<file path="src/rtl/hnf_biq_ctl_pkg.sv">
// Shared definitions for the HN-F back-invalidation queue slice.
//   CACHE_BLOCK_OFFSET : byte-offset bits ignored by line-address compares (64 B lines)
//   biq_state_e        : sequencer state encoding (IDLE=0, ISSUE=1, WAIT=2, POP=3)
//   ptr_w()            : index width for an N-entry structure, never below 1 bit
package hnf_biq_ctl_pkg;

    localparam int CACHE_BLOCK_OFFSET = 6;

    typedef enum logic [1:0] {
        BIQ_IDLE  = 2'd0,
        BIQ_ISSUE = 2'd1,
        BIQ_WAIT  = 2'd2,
        BIQ_POP   = 2'd3
    } biq_state_e;

    function automatic int ptr_w(input int n);
        return (n > 1) ? $clog2(n) : 1;
    endfunction

endpackage

</file>
<file path="src/rtl/hnf_biq.sv">
// Back-invalidation queue: circular FIFO of line addresses with a per-entry valid bit
// so every pending address can be matched against a lookup in parallel.
//   clk, rst        : clock, asynchronous active-high reset
//   push, data_in   : enqueue data_in at the tail
//   pop             : drop the head entry (push and pop may coincide, also when full)
//   addr_out        : head entry
//   full, empty     : occupancy flags
//   find, find_addr : line lookup; hit = find_addr's line matches any valid entry
module hnf_biq
    import hnf_biq_ctl_pkg::*;
#(
    parameter int BIQ_WIDTH = 44,
    parameter int BIQ_DEPTH = 4
) (
    input  logic                 clk,
    input  logic                 rst,
    input  logic                 push,
    input  logic [BIQ_WIDTH-1:0] data_in,
    input  logic                 pop,
    input  logic                 find,
    input  logic [BIQ_WIDTH-1:0] find_addr,
    output logic [BIQ_WIDTH-1:0] addr_out,
    output logic                 full,
    output logic                 empty,
    output logic                 hit
);

    localparam int PTR_W = ptr_w(BIQ_DEPTH);
    localparam logic [BIQ_WIDTH-1:0] LINE_MASK = {BIQ_WIDTH{1'b1}} << CACHE_BLOCK_OFFSET;

    logic [BIQ_WIDTH-1:0] mem [BIQ_DEPTH];
    logic [BIQ_DEPTH-1:0] vld;
    logic [PTR_W-1:0]     rd_ptr;
    logic [PTR_W-1:0]     wr_ptr;

    function automatic logic [PTR_W-1:0] next_ptr(input logic [PTR_W-1:0] p);
        return (p == PTR_W'(BIQ_DEPTH - 1)) ? '0 : p + 1'b1;
    endfunction

    // NOTE: state is updated with <= so every flop samples pre-edge values; here that
    // also makes the push's vld set win over the pop's clear when both hit one slot.
    always_ff @(posedge clk or posedge rst) begin
        if (rst) begin
            rd_ptr <= '0;
            wr_ptr <= '0;
            vld    <= '0;
        end else begin
            if (pop) begin
                vld[rd_ptr] <= 1'b0;
                rd_ptr      <= next_ptr(rd_ptr);
            end
            if (push) begin
                vld[wr_ptr] <= 1'b1;
                wr_ptr      <= next_ptr(wr_ptr);
            end
        end
    end

    // NOTE: the data array has no reset; vld qualifies every read, so stale contents
    // are never observed and the array can map onto plain storage.
    always_ff @(posedge clk) begin
        if (push) mem[wr_ptr] <= data_in;
    end

    assign addr_out = mem[rd_ptr];
    assign full     = &vld;
    assign empty    = ~|vld;

    always_comb begin
        hit = 1'b0;
        for (int i = 0; i < BIQ_DEPTH; i++) begin
            if (vld[i] && (((mem[i] ^ find_addr) & LINE_MASK) == '0)) hit = 1'b1;
        end
        hit = hit & find;
    end

endmodule

</file>
<file path="src/rtl/hnf_biq_ctl.sv">
// HN-F back-invalidation sequencer and push arbiter.
//   clk, rst                  : clock, asynchronous active-high reset
//   src_valid/src_addr        : NUM_SRC eviction sources, address i at [i*ADDR_WIDTH +: ADDR_WIDTH]
//   src_ready                 : one-hot push accept (round-robin grant)
//   snp_req_valid/addr/ready  : one back-invalidation snoop at a time for the queue head
//   snp_done                  : pulse when all responses for the issued snoop are in
//   lkup_valid/addr, lkup_hit : pipeline stall lookup against every queued line
//   biq_full, busy, err_tmo   : status; err_tmo is sticky once a WAIT overruns WAIT_TMO
module hnf_biq_ctl
    import hnf_biq_ctl_pkg::*;
#(
    parameter int ADDR_WIDTH = 44,
    parameter int BIQ_DEPTH  = 4,
    parameter int NUM_SRC    = 2,
    parameter int WAIT_TMO   = 1023
) (
    input  logic                          clk,
    input  logic                          rst,
    input  logic [NUM_SRC-1:0]            src_valid,
    input  logic [NUM_SRC*ADDR_WIDTH-1:0] src_addr,
    output logic [NUM_SRC-1:0]            src_ready,
    output logic                          snp_req_valid,
    output logic [ADDR_WIDTH-1:0]         snp_req_addr,
    input  logic                          snp_req_ready,
    input  logic                          snp_done,
    input  logic                          lkup_valid,
    input  logic [ADDR_WIDTH-1:0]         lkup_addr,
    output logic                          lkup_hit,
    output logic                          biq_full,
    output logic                          busy,
    output logic                          err_tmo
);

    localparam int SRC_W = ptr_w(NUM_SRC);
    localparam int CNT_W = $clog2(WAIT_TMO + 1);

    biq_state_e             state, state_nxt;
    logic [SRC_W-1:0]       rr_ptr;
    logic [CNT_W-1:0]       wait_cnt;
    logic                   gnt_vld;
    logic [SRC_W-1:0]       gnt_idx;
    logic [ADDR_WIDTH-1:0]  push_addr;
    logic [ADDR_WIDTH-1:0]  head_addr;
    logic                   biq_push;
    logic                   biq_pop;
    logic                   biq_empty;

    // Round-robin grant: first valid source at or after rr_ptr, wrapping.
    // NOTE: every output of a combinational block gets a default before any branch,
    // so no path leaves a value unassigned and no latch is inferred.
    always_comb begin : arb
        logic [SRC_W:0] cand;
        gnt_vld   = 1'b0;
        gnt_idx   = '0;
        push_addr = '0;
        src_ready = '0;
        for (int k = 0; k < NUM_SRC; k++) begin
            cand = {1'b0, rr_ptr} + (SRC_W + 1)'(k);
            if (cand >= (SRC_W + 1)'(NUM_SRC)) cand = cand - (SRC_W + 1)'(NUM_SRC);
            if (!gnt_vld && src_valid[cand[SRC_W-1:0]]) begin
                gnt_vld = 1'b1;
                gnt_idx = cand[SRC_W-1:0];
            end
        end
        for (int i = 0; i < NUM_SRC; i++) begin
            if (gnt_idx == SRC_W'(i)) push_addr = src_addr[i*ADDR_WIDTH +: ADDR_WIDTH];
        end
        // A full queue still accepts in the POP cycle: the freed slot is reused at once.
        if (gnt_vld && (!biq_full || biq_pop) && !rst) src_ready[gnt_idx] = 1'b1;
    end

    assign biq_push = |src_ready;

    always_ff @(posedge clk or posedge rst) begin
        if (rst) begin
            rr_ptr <= '0;
        end else if (biq_push) begin
            rr_ptr <= (gnt_idx == SRC_W'(NUM_SRC - 1)) ? '0 : gnt_idx + 1'b1;
        end
    end

    always_ff @(posedge clk or posedge rst) begin
        if (rst) state <= BIQ_IDLE;
        else     state <= state_nxt;
    end

    always_comb begin
        state_nxt     = state;
        snp_req_valid = 1'b0;
        biq_pop       = 1'b0;
        case (state)
            BIQ_IDLE:  if (!biq_empty) state_nxt = BIQ_ISSUE;
            BIQ_ISSUE: begin
                snp_req_valid = 1'b1;
                if (snp_req_ready) state_nxt = BIQ_WAIT;
            end
            BIQ_WAIT:  if (snp_done) state_nxt = BIQ_POP;
            BIQ_POP:   begin
                biq_pop   = 1'b1;
                state_nxt = BIQ_IDLE;
            end
            default:   state_nxt = BIQ_IDLE;
        endcase
    end

    // The head stays queued until POP, so the in-flight line keeps blocking lookups.
    assign snp_req_addr = snp_req_valid ? head_addr : '0;
    assign busy         = !biq_empty || (state != BIQ_IDLE);

    always_ff @(posedge clk or posedge rst) begin
        if (rst) begin
            wait_cnt <= '0;
            err_tmo  <= 1'b0;
        end else if (state == BIQ_WAIT) begin
            if (wait_cnt == CNT_W'(WAIT_TMO)) err_tmo  <= 1'b1;
            else                              wait_cnt <= wait_cnt + 1'b1;
        end else if (state == BIQ_POP) begin
            wait_cnt <= '0;
        end
    end

    hnf_biq #(
        .BIQ_WIDTH (ADDR_WIDTH),
        .BIQ_DEPTH (BIQ_DEPTH)
    ) u_biq (
        .clk       (clk),
        .rst       (rst),
        .push      (biq_push),
        .data_in   (push_addr),
        .pop       (biq_pop),
        .find      (lkup_valid),
        .find_addr (lkup_addr),
        .addr_out  (head_addr),
        .full      (biq_full),
        .empty     (biq_empty),
        .hit       (lkup_hit)
    );

    // A completion with no snoop outstanding has nothing to retire; it is dropped.
    snp_done_in_wait: assert property (@(posedge clk) disable iff (rst)
        snp_done |-> (state == BIQ_WAIT))
        else $warning("snp_done outside WAIT ignored");

endmodule
</file>
<file path="config.mk">
export PLATFORM = sky130hd
export DESIGN_NAME = hnf_biq_ctl
export DESIGN_NICKNAME = d
export VERILOG_FILES = /design/src/rtl/hnf_biq_ctl_pkg.sv /design/src/rtl/hnf_biq.sv /design/src/rtl/hnf_biq_ctl.sv
export SDC_FILE = /design/constraint.sdc
export NUM_CORES = 1
export LEC_CHECK = 0
export CAP_MARGIN = 20
export CORE_MARGIN = 2
export CORE_UTILIZATION = 50
export DETAILED_ROUTE_END_ITERATION = 8
export PLACE_DENSITY = 0.77
export SYNTH_ARGS = -nofsm -noshare
export SYNTH_HDL_FRONTEND = slang
export SYNTH_SLANG_ARGS = --single-unit
</file>
<file path="constraint.sdc">
create_clock -name clk -period 3.5 [get_ports clk]
set_clock_uncertainty 0.2 [all_clocks]
set_input_delay 0.35 -clock clk [delete_from_list [all_inputs] [get_ports clk]]
set_output_delay 0.35 -clock clk [all_outputs]
set_load 0.01 [all_outputs]
</file>
==> flow_summary.json <==
{
  "synth_area_in_adders": 0.01727,
  "grt_use_met2": 0.4693,
  "internal_power_w": 0.005669,
  "yosys.area_share.simple": 0.08486,
  "clkPwrFrac": 0.226,
  "holdWs_ns": 0.07957,
  "synth_top_family_by_area": "multiplexers",
  "most_common_cell_after_layout_fill_and_taps_aside": "clkdlybuf4s50_1",
  "synth-compound-area-share": 0.03244,
  "static-leakage-power_nw": 4.591,
  "yosysSeqAreaShare": 0.5753,
  "finish.net_count": 1070,
  "worst-endpoint-arrival_ns": 2.79,
  "cts-buffers-inserted": 17,
  "core-area_mm2": 0.02004,
  "grt_setup_unrepaired": "false",
  "tritoncts": "built",
  "wl_per_cell_um": 23.44,
  "initial_drt_pass_iterations": 5,
  "min_path_type": "input pin to async pin",
  "fmax_mhz": 299.1,
  "most-common-layout-cells": "clkdlybuf4s50_1, edfxtp_1, xnor2_1",
  "fp.dieW_um": 146.4,
  "critical_path.most_common_cell": "or4_1",
  "worst_skew_pair.late_latency_ns": 0.44,
  "power-per-cell-area_mw_per_mm2": 630.7,
  "post-route-period-util": 0.9551,
  "worstSetupPathType": "register to output port",
  "syn_avg_cell_area_um2": 14.59,
  "clock_tree.buffer_depth": 2,
  "crit_family": "simple AND/OR/NAND/NOR gates",
  "hold_viol": 0,
  "p_seq_frac": 0.404,
  "rr_startpoint": "state[0]",
  "number_of_global_route_vias_before_repair": 7218,
  "netlist_instances": 695,
  "maxSlewHeadroom": 0.5056,
  "count_of_routing_violations_after_the_opening_detailed_route_iteration": 605,
  "placed_cells_incl_taps": 1168,
  "yosys_warnings": 0,
  "antenna_found_initial": 0,
  "vdd.ir_drop.worst_v": 0.0004603,
  "antennaDiodeCount": 0,
  "floorplan.initialDensity": 0.5062,
  "p_comb_frac": 0.369,
  "pin_count_of_the_biggest_net_entering_global_routing": 46,
  "grt_first_pass_wirelength_um": 42510,
  "area_growth_pct": 30.75,
  "async_set_or_reset_register_ratio_after_synthesis": 0.1111,
  "clk_pin_slew_ns": 0.07,
  "power.net_switching_w": 0.002695,
  "globalRoute.totalOverflow": 0,
  "synth_fp_nets": 848,
  "globalRouteMet1Util": 0.3517,
  "postRouteAntennaNets": 0,
  "drt-total-wl_um": 28130,
  "crit_slowest_cell": "or4_1",
  "overall_routing_resource_usage": 0.2694,
  "run_status": "completed",
  "route.detailed.vias_per_inst": 5.647,
  "worst_path_largest_cell_delay_ns": 0.54,
  "timing.critical_path.to_type": "output port",
  "synth_xor_xnor_area_share": 0.1200,
  "timing.final.crit_period_ns": 3.343,
  "h-tree-depth": 4,
  "floorplan.rows": 52,
  "floorplan.die_area_mm2": 0.02144,
  "yosysUniqueCellTypes": 44,
  "num-fill-cells": 1461,
  "finalMaxSlewViolations": 0,
  "synthesis.area_mm2": 0.01014,
  "yosys-mux-area-fraction": 0.1477,
  "cts_num_sinks": 198,
  "setup-violations-final": 0,
  "post-route-drc-count": 0,
  "timing.max_cap.violations": 0,
  "ios": 190,
  "total_power_w": 0.008365,
  "num_vias": 6776,
  "globalplace.congestion": 0.9564,
  "met3_usage": 0.04250,
  "port-buffer-count": 183,
  "dieHeight_um": 146.4,
  "critical_path_buf_inv_count": 2,
  "post_layout_nonfiller_instances": 1200,
  "path_max_fanout": 2,
  "ys_seq_elements": 198,
  "root_buffer": "clkbuf_16",
  "layout-drive-gt1-share": 0.1978,
  "busiest_layer": "met2",
  "synthFlopType": "edfxtp_1",
  "sw_frac_of_total": 0.3222,
  "critical_path_required_ns": 2.95,
  "synth_enable_flop_cells": 176,
  "place.detailed.hpwl_um": 20740,
  "max_slew.worst_pin.slew_ns": 0.7415,
  "startpoint_type": "register",
  "critPathLaunch": "u_biq.mem[3][13]",
  "timing.critical_path.cells": "xnor2_1 > buf_4 > nand4_1 > or4_1 > or4_1 > a41oi_2 > dlygate4sd2_1",
  "reg2reg_slack_ns": 0.71
}
[power groups by stage]
stage / clock [W] / sequential, W / combinational (W)
2_1_floorplan: 0 / 0.00329 / 0.00183
3_3_place_gp: 0 / 0.00339 / 0.00304
3_5_place_dp: 0 / 0.00343 / 0.00311
4_1_cts: 0.00191 / 0.00338 / 0.00314
5_1_grt: 0.00201 / 0.00342 / 0.00332
6_report: 0.00189 / 0.00338 / 0.00309
[logic make-up after synthesis]
group / Yosys count
buffers and inverters: 59
muxes: 89
adders and majority gates: 14
xor gates and xnor gates: 139
DFF: 198
AOI/OAI and AO/OA: 50
and+or+nand+nor: 146
[stage by stage]
| step | instance area, um^2 | TNS (ns) | worst slack (ns) | utilization |
|---|---|---|---|---|
| floorplan | 10140 | 0 | 0.3379 | - |
| global placement | 12680 | -0.1353 | -0.1353 | 0.6327 |
| detailed placement | 12680 | -0.08796 | -0.08796 | 0.6327 |
| CTS | 13260 | 0 | 0.1770 | 0.6618 |
| global route | 13260 | 0 | 0.06512 | 0.6618 |
| finish | 13260 | 0 | 0.1572 | 0.6618 |
[repair_timing]
| action | in CTS | in global routing |
|---|---|---|
| resized for setup | 3 | 0 |
| hold buffers | 0 | 0 |
| endpoints found under the setup margin | 1 | 0 |
| buffers inserted | 0 | 0 |
[sequential cells by signal, indices dropped and copies added, names as in the netlist]
register,cells
err_tmo,1
rr_ptr,1
state,2
u_biq.mem,176
u_biq.rd_ptr,2
u_biq.vld,4
u_biq.wr_ptr,2
wait_cnt,10
[synthesized netlist by cell type (all sizes together), types with 2 or more instances]
cell type | instances | share of area
or2b | 2 | 0.0015
nor3 | 5 | 0.0025
dfrtp | 22 | 0.054
nand3 | 6 | 0.0030
nand2b | 3 | 0.0019
a21o | 4 | 0.0030
mux4 | 44 | 0.098
a21oi | 6 | 0.0030
o21ai | 18 | 0.0089
edfxtp | 176 | 0.52
mux2 | 45 | 0.050
xnor2 | 78 | 0.067
nor4 | 18 | 0.011
nand4 | 28 | 0.017
and2 | 51 | 0.031
ha | 14 | 0.017
nand3b | 2 | 0.0015
a31oi | 2 | 0.0012
o21bai | 2 | 0.0015
or4 | 3 | 0.0022
o2111ai | 2 | 0.0017
nor2b | 2 | 0.0012
o22ai | 5 | 0.0031
and3 | 3 | 0.0019
clkbuf | 27 | 0.010
a22oi | 3 | 0.0022
xor2 | 61 | 0.053
buf | 7 | 0.0032
nor2 | 9 | 0.0033
inv | 25 | 0.0093
nand2 | 12 | 0.0044
[worst reg2reg max path, stage by stage, from the launching register on]
cell and delay [ns]:
dfrtp_1 0.41, ha_1 0.44, o21ai_0 0.22, nor2_1 0.15, buf_4 0.16, and2_2 0.55, buf_12 0.33
[worst paths after layout]
| check | endpoint | cells after the start |
|---|---|---|
| setup reg to reg | u_biq.mem[2][37] | 6 |
| max in group asynchronous | u_biq.rd_ptr[0] | 3 |
| hold / removal | state[0] | 3 |
| hold reg to reg | err_tmo | 1 |
| min in group clk | err_tmo | 1 |
| setup / recovery | lkup_hit | 7 |
[layout make-up]
| class | count | area (um^2) | share of cell area |
|---|---|---|---|
| clock buffer | 18 | 429.2 | 0.03236 |
| clock inverter | 14 | 143.9 | 0.01085 |
| sequential | 198 | 5838 | 0.4402 |
| timing repair buffer | 237 | 2311 | 0.1742 |
| multi-input combinational | 438 | 4109 | 0.3098 |
| tap | 270 | 337.8 | 0.02547 |
| inverter | 25 | 93.84 | 0.007075 |
[routing by layer]
metal | vias to the layer above | share of wire
met4 | 0 | 0.019
met3 | 31 | 0.068
met1 | 3394 | 0.40
met5 | - | 0
met2 | 295 | 0.51
li1 | 3056 | -
Note: power is estimated with default switching activity, not from simulation.
